$ cat src/rtl/bias_act_stage.sv
// Bias-add plus ReLU stage for one systolic column lane: 2-stage valid/ready pipeline, Q8.8 data.
// Define BIAS_ACT_LEAKY_EN to scale negative sums by leak_factor instead of zeroing them.
module bias_act_stage #(
   parameter int unsigned NUM_COLS = 4,
   parameter int unsigned IDX_W    = (NUM_COLS > 1) ? $clog2(NUM_COLS) : 1
) (
   input  logic             clk,
   input  logic             rst,
   input  logic             in_valid,
   input  logic [15:0]      in_data,
   output logic             in_ready,
   input  logic             bias_wr_en,
   input  logic [IDX_W-1:0] bias_wr_addr,
   input  logic [15:0]      bias_wr_data,
   input  logic [15:0]      leak_factor,
   input  logic             idx_clear,
   output logic             out_valid,
   output logic [15:0]      out_data,
   input  logic             out_ready,
   output logic             sat_flag
);

   logic             s1_valid_q, s2_valid_q;
   logic [15:0]      s1_data_q, s2_data_q;
   logic [IDX_W-1:0] idx_q, idx_d, idx_use;
   logic [15:0]      bias_q [NUM_COLS];
   logic             sat_q, sat_d;
   logic             s1_adv, s2_adv, accept;
   logic [16:0]      sum17;
   logic             sum_ovf;
   logic [15:0]      sum_sat;
   logic [15:0]      act;

   assign s2_adv   = !s2_valid_q || out_ready;
   assign s1_adv   = !s1_valid_q || s2_adv;
   assign in_ready = s1_adv;
   assign accept   = in_valid && s1_adv;
   assign idx_use  = idx_clear ? '0 : idx_q;

   // 17-bit sum; a mismatch between the top two bits means it does not fit in 16.
   always_comb begin
      sum17   = {in_data[15], in_data} + {bias_q[idx_use][15], bias_q[idx_use]};
      sum_ovf = sum17[16] ^ sum17[15];
      sum_sat = sum17[15:0];
      if (sum_ovf) begin
         sum_sat = sum17[16] ? 16'h8000 : 16'h7FFF;
      end
   end

   always_comb begin
      idx_d = idx_use;
      if (accept) begin
         idx_d = (idx_use == IDX_W'(NUM_COLS - 1)) ? '0 : idx_use + 1'b1;
      end
      // A saturation in the same cycle as idx_clear keeps the flag set.
      sat_d = (accept && sum_ovf) || (sat_q && !idx_clear);
   end

`ifdef BIAS_ACT_LEAKY_EN
   logic signed [15:0] s1_s, leak_s;
   logic signed [31:0] prod, prod_sh;

   assign s1_s   = s1_data_q;
   assign leak_s = leak_factor;

   always_comb begin
      prod    = s1_s * leak_s;
      prod_sh = prod >>> 8;
      act     = s1_data_q;
      if (s1_data_q[15]) begin
         if (prod_sh > 32'sd32767) begin
            act = 16'h7FFF;
         end else if (prod_sh < -32'sd32768) begin
            act = 16'h8000;
         end else begin
            act = prod_sh[15:0];
         end
      end
   end
`else
   logic unused_leak;
   assign unused_leak = ^leak_factor;

   always_comb begin
      act = s1_data_q[15] ? 16'h0000 : s1_data_q;
   end
`endif

   always_ff @(posedge clk or negedge rst) begin
      if (!rst) begin
         s1_valid_q <= 1'b0;
         s2_valid_q <= 1'b0;
         s1_data_q  <= 16'h0000;
         s2_data_q  <= 16'h0000;
         idx_q      <= '0;
         sat_q      <= 1'b0;
      end else begin
         if (s1_adv) begin
            s1_valid_q <= accept;
            if (accept) begin
               s1_data_q <= sum_sat;
            end
         end
         if (s2_adv) begin
            s2_valid_q <= s1_valid_q;
            if (s1_valid_q) begin
               s2_data_q <= act;
            end
         end
         idx_q <= idx_d;
         sat_q <= sat_d;
      end
   end

   // Written after the S1 read, so a same-cycle write to the indexed entry is seen next time.
   always_ff @(posedge clk or negedge rst) begin
      if (!rst) begin
         for (int i = 0; i < NUM_COLS; i++) begin
            bias_q[i] <= 16'h0000;
         end
      end else if (bias_wr_en && (32'(bias_wr_addr) < NUM_COLS)) begin
         bias_q[bias_wr_addr] <= bias_wr_data;
      end
   end

   assign out_valid = s2_valid_q;
   assign out_data  = s2_data_q;
   assign sat_flag  = sat_q;

endmodule
$ cat config.mk
export PLATFORM = sky130hd
export DESIGN_NAME = bias_act_stage
export DESIGN_NICKNAME = d
export VERILOG_FILES = /design/src/rtl/bias_act_stage.sv
export SDC_FILE = /design/constraint.sdc
export NUM_CORES = 1
export LEC_CHECK = 0
export ABC_AREA = 1
export CORE_UTILIZATION = 45
export DETAILED_ROUTE_END_ITERATION = 8
export PLACE_DENSITY = 0.69
export SLEW_MARGIN = 0
export SYNTH_ARGS = -nofsm -noshare
export SYNTH_HDL_FRONTEND = slang
export SYNTH_SLANG_ARGS = --single-unit
$ cat constraint.sdc
create_clock -name clk -period 8 [get_ports clk]
set_input_delay 0.8 -clock clk [delete_from_list [all_inputs] [get_ports clk]]
set_output_delay 0.8 -clock clk [all_outputs]
set_load 0.01 [all_outputs]
==> metrics <==
outcome finished, final reports clean; clk sinks 100; Mapped Area 5160 µm²; R2R cell count 18; post-DP HPWL 7890 µm; largest net degree at the start of global routing 87; Slowest cell on crit path inv_1; MaxCap Viol Count 0; Clk pin slew, worst setup/hold paths 0.07 ns; GRT Util Overall 20.6%; DR pass1 iterations 5; CP Launch Type input pin; initial DRC count 238; WHS 0.292 ns; DRC viols 0; worst slew pin tran 1.15 ns; CP Data Arrival Time 4.64 ns; Via Count 4,199; setup slack, reg-to-reg 3.61 ns; Hold Buf Count CTS 0; LEAKAGE 2.95 nW; slew margin rel. 22.8%; Hold WC Path Type input pin to async pin; post-CTS setup buffers 0; Clock Latency Late Sink 0.34 ns; crit-path max cell delay 0.82 ns; FP Rows 38; Setup Skew 0.00612 ns; Reg-to-Reg End s1_data_q[1]; Power Total 0.00177 W; critical path depth 15; critical path class input pin to flip-flop; Post-Route WL 11,300 µm; Final Critical Period 4.44 ns; Final Hold Vio Count 0; Overflow after GRT 0; critical path required time 8.20 ns; post-DR wirelength/cell 13.8 µm; register bit total from synthesis 100; Largest delay share family, worst path compound AO/OA/AOI/OAI gates; CP max FO 33; Critical R2R Launch idx_q[0]; crit-path cells clkdlybuf4s50_1 -> nor2_1 -> buf_4 -> inv_1 -> a22oi_1 -> o22ai_1 -> ha_1 -> a21oi_1 -> nand2_1 -> a21oi_1 -> nand2_1 -> nand2_1 -> nand2_2 -> a21oi_4 -> a21oi_1; period utilization 55.5%; CTS H-tree lvls 3; DP Worst Slack 3.21 ns; fmax 225 MHz; die area 11,900 µm²; area grow syn2layout 18.0%; final slew viol count 0; count of different cell masters after synthesis 34; Port-buffer cells 57; Max VDD drop 0.149 mV; CTS root buffer clkbuf_16; TritonCTS clock tree built; PwrDens 291 nW/µm²; worst setup margin 3.56 ns; layout cells sized above 1 6.64%; critical path capture point type flip-flop; RSZ-0062 raised after global routing false; register area share after synthesis 48.5%; Max Root-Sink Buffers 2; Die W 109 µm; Syn Area/Cell 8.18 µm²; Initial Util 46.8%; Die H 109 µm; Post-DRT Antenna Nets 0; Post-layout nets 746; vias in the first global route 4,170; syn_nets 704; post-CTS sizing 0; Core Region 11,000 µm²; first-pass GRT wire length 19,100 µm; GP Congestion 0.791; Final Util 55.2%; number of diodes 0; final setup fails 0; WP buf/inv 3; Ys Warns 0; Syn Inst Count 631; I/O pin count 75; Final TNS setup 0 ns; Fillers 1,068; initial antenna violation count 0; CTS buffer count 9; via-per-instance ratio 5.13
==> layer usage <==
layer / track usage, % / vias up / wire length [µm]
met3: 2.99 / 18 / 351
met4: 7.72 / 0 / 214
met5: 0 / - / 0
met1: 25.8 / 1955 / 5220
li1: - / 2151 / -
met2: 35.7 / 75 / 5470
==> kinds of logic after synthesis <==
group                      count (synthesis)  synth area share (%)
AOI/OAI and AO/OA                        160                  18.0
other                                      1                0.0726
buffers and inverters                     95                  7.49
and+or+nand+nor                          247                  19.8
muxes                                      1                 0.194
xor gates and xnor gates                  10                  1.70
adders and majority gates                 17                  4.26
DFF                                      100                  48.5
==> how the worst max path moves through the flow <==
stage,end,start,slack (ns)
floorplan,s1_data_q[3],idx_clear,4.61
global placement,s1_data_q[14],idx_clear,3.28
detailed placement,s1_data_q[1],idx_clear,3.21
CTS,s1_data_q[1],idx_q[0],3.56
global route,s1_data_q[14],idx_q[0],3.28
finish,s1_data_q[1],idx_clear,3.56
==> metrics by stage <==
step	area, µm²	cells
6_report	6090	818
5_1_grt	6090	818
4_1_cts	6090	818
3_5_place_dp	5790	802
3_3_place_gp	5790	802
2_1_floorplan	5160	631
==> power breakdown <==
part | internal (W) | leakage (nW) | switching [W]
combinational | 0.000267 | 1.59 | 0.000350
clock | 0.000246 | 0.137 | 0.000196
sequential | 0.000638 | 1.23 | 0.0000726
total | 0.00115 | 2.95 | 0.000619
==> synthesized netlist by cell type <==
cell | instances | area, µm²
nand3b_1 | 2 | 15.0
buf_2 | 2 | 10.0
nand4_1 | 2 | 12.5
o21ai_0 | 96 | 480
buf_4 | 1 | 7.51
buf_1 | 2 | 7.51
nor3_1 | 1 | 5.00
o22ai_1 | 16 | 100
o21bai_1 | 2 | 15.0
nand2_1 | 152 | 571
a21oi_2 | 11 | 96.3
xor2_1 | 9 | 78.8
fa_1 | 1 | 20.0
inv_2 | 2 | 7.51
a21oi_1 | 17 | 85.1
xnor2_1 | 1 | 8.76
a21oi_4 | 2 | 32.5
nand3_2 | 1 | 10.0
dfrtp_1 | 100 | 2500
nand2_4 | 1 | 11.3
and2_1 | 2 | 12.5
nor2_1 | 47 | 176
buf_12 | 1 | 20.0
ha_1 | 16 | 200
inv_1 | 63 | 236
conb_1 | 1 | 3.75
nor3_2 | 1 | 10.0
clkinv_1 | 1 | 3.75
clkbuf_1 | 22 | 82.6
mux2i_1 | 1 | 10.0
nand3_1 | 30 | 150
buf_6 | 1 | 11.3
a22oi_1 | 16 | 120
nand2_2 | 8 | 50.1
==> placed cells by master, fill, tap and decap left out, types with 9 or more instances in the layout <==
| cell type | count |
|---|---|
| o22ai_1 | 16 |
| o21ai_0 | 96 |
| clkdlybuf4s50_1 | 56 |
| ha_1 | 16 |
| a21oi_1 | 17 |
| inv_1 | 63 |
| nand2_1 | 152 |
| a22oi_1 | 16 |
| dfrtp_1 | 100 |
| nor2_1 | 47 |
| xor2_1 | 9 |
| a21oi_2 | 11 |
| clkbuf_16 | 9 |
| nand3_1 | 30 |
==> registers in the layout, summed over array words and instances (netlist names) <==
| register | count |
|---|---|
| s1_data_q | 16 |
| s1_valid_q | 1 |
| bias_q | 64 |
| sat_flag | 1 |
| idx_q | 2 |
| out_valid | 1 |
| out_data | 15 |
==> worst register-to-register path, stage by stage, from the launching register on <==
cell	delay, ns
dfrtp_1	0.79
inv_1	0.08
nor2_1	0.11
buf_4	0.24
inv_1	0.51
a22oi_1	0.33
o22ai_1	0.13
ha_1	0.29
fa_1	0.41
nand2_1	0.07
nand2_1	0.08
nand3_1	0.10
nand2_1	0.14
nand2_2	0.12
nand2_2	0.06
nand2_1	0.07
nand2_2	0.10
a21oi_4	0.48
a21oi_1	0.14
==> cell type report <==
cell class | instances | area (µm²) | area share [%]
tap | 140 | 175 | 2.88
timing repair buffer | 60 | 591 | 9.69
inverter | 66 | 248 | 4.07
multi-input combinational | 436 | 2270 | 37.3
clock inverter | 6 | 72.6 | 1.19
clock buffer | 10 | 229 | 3.76
sequential | 100 | 2500 | 41.1
(Power assumes the default switching activity.)
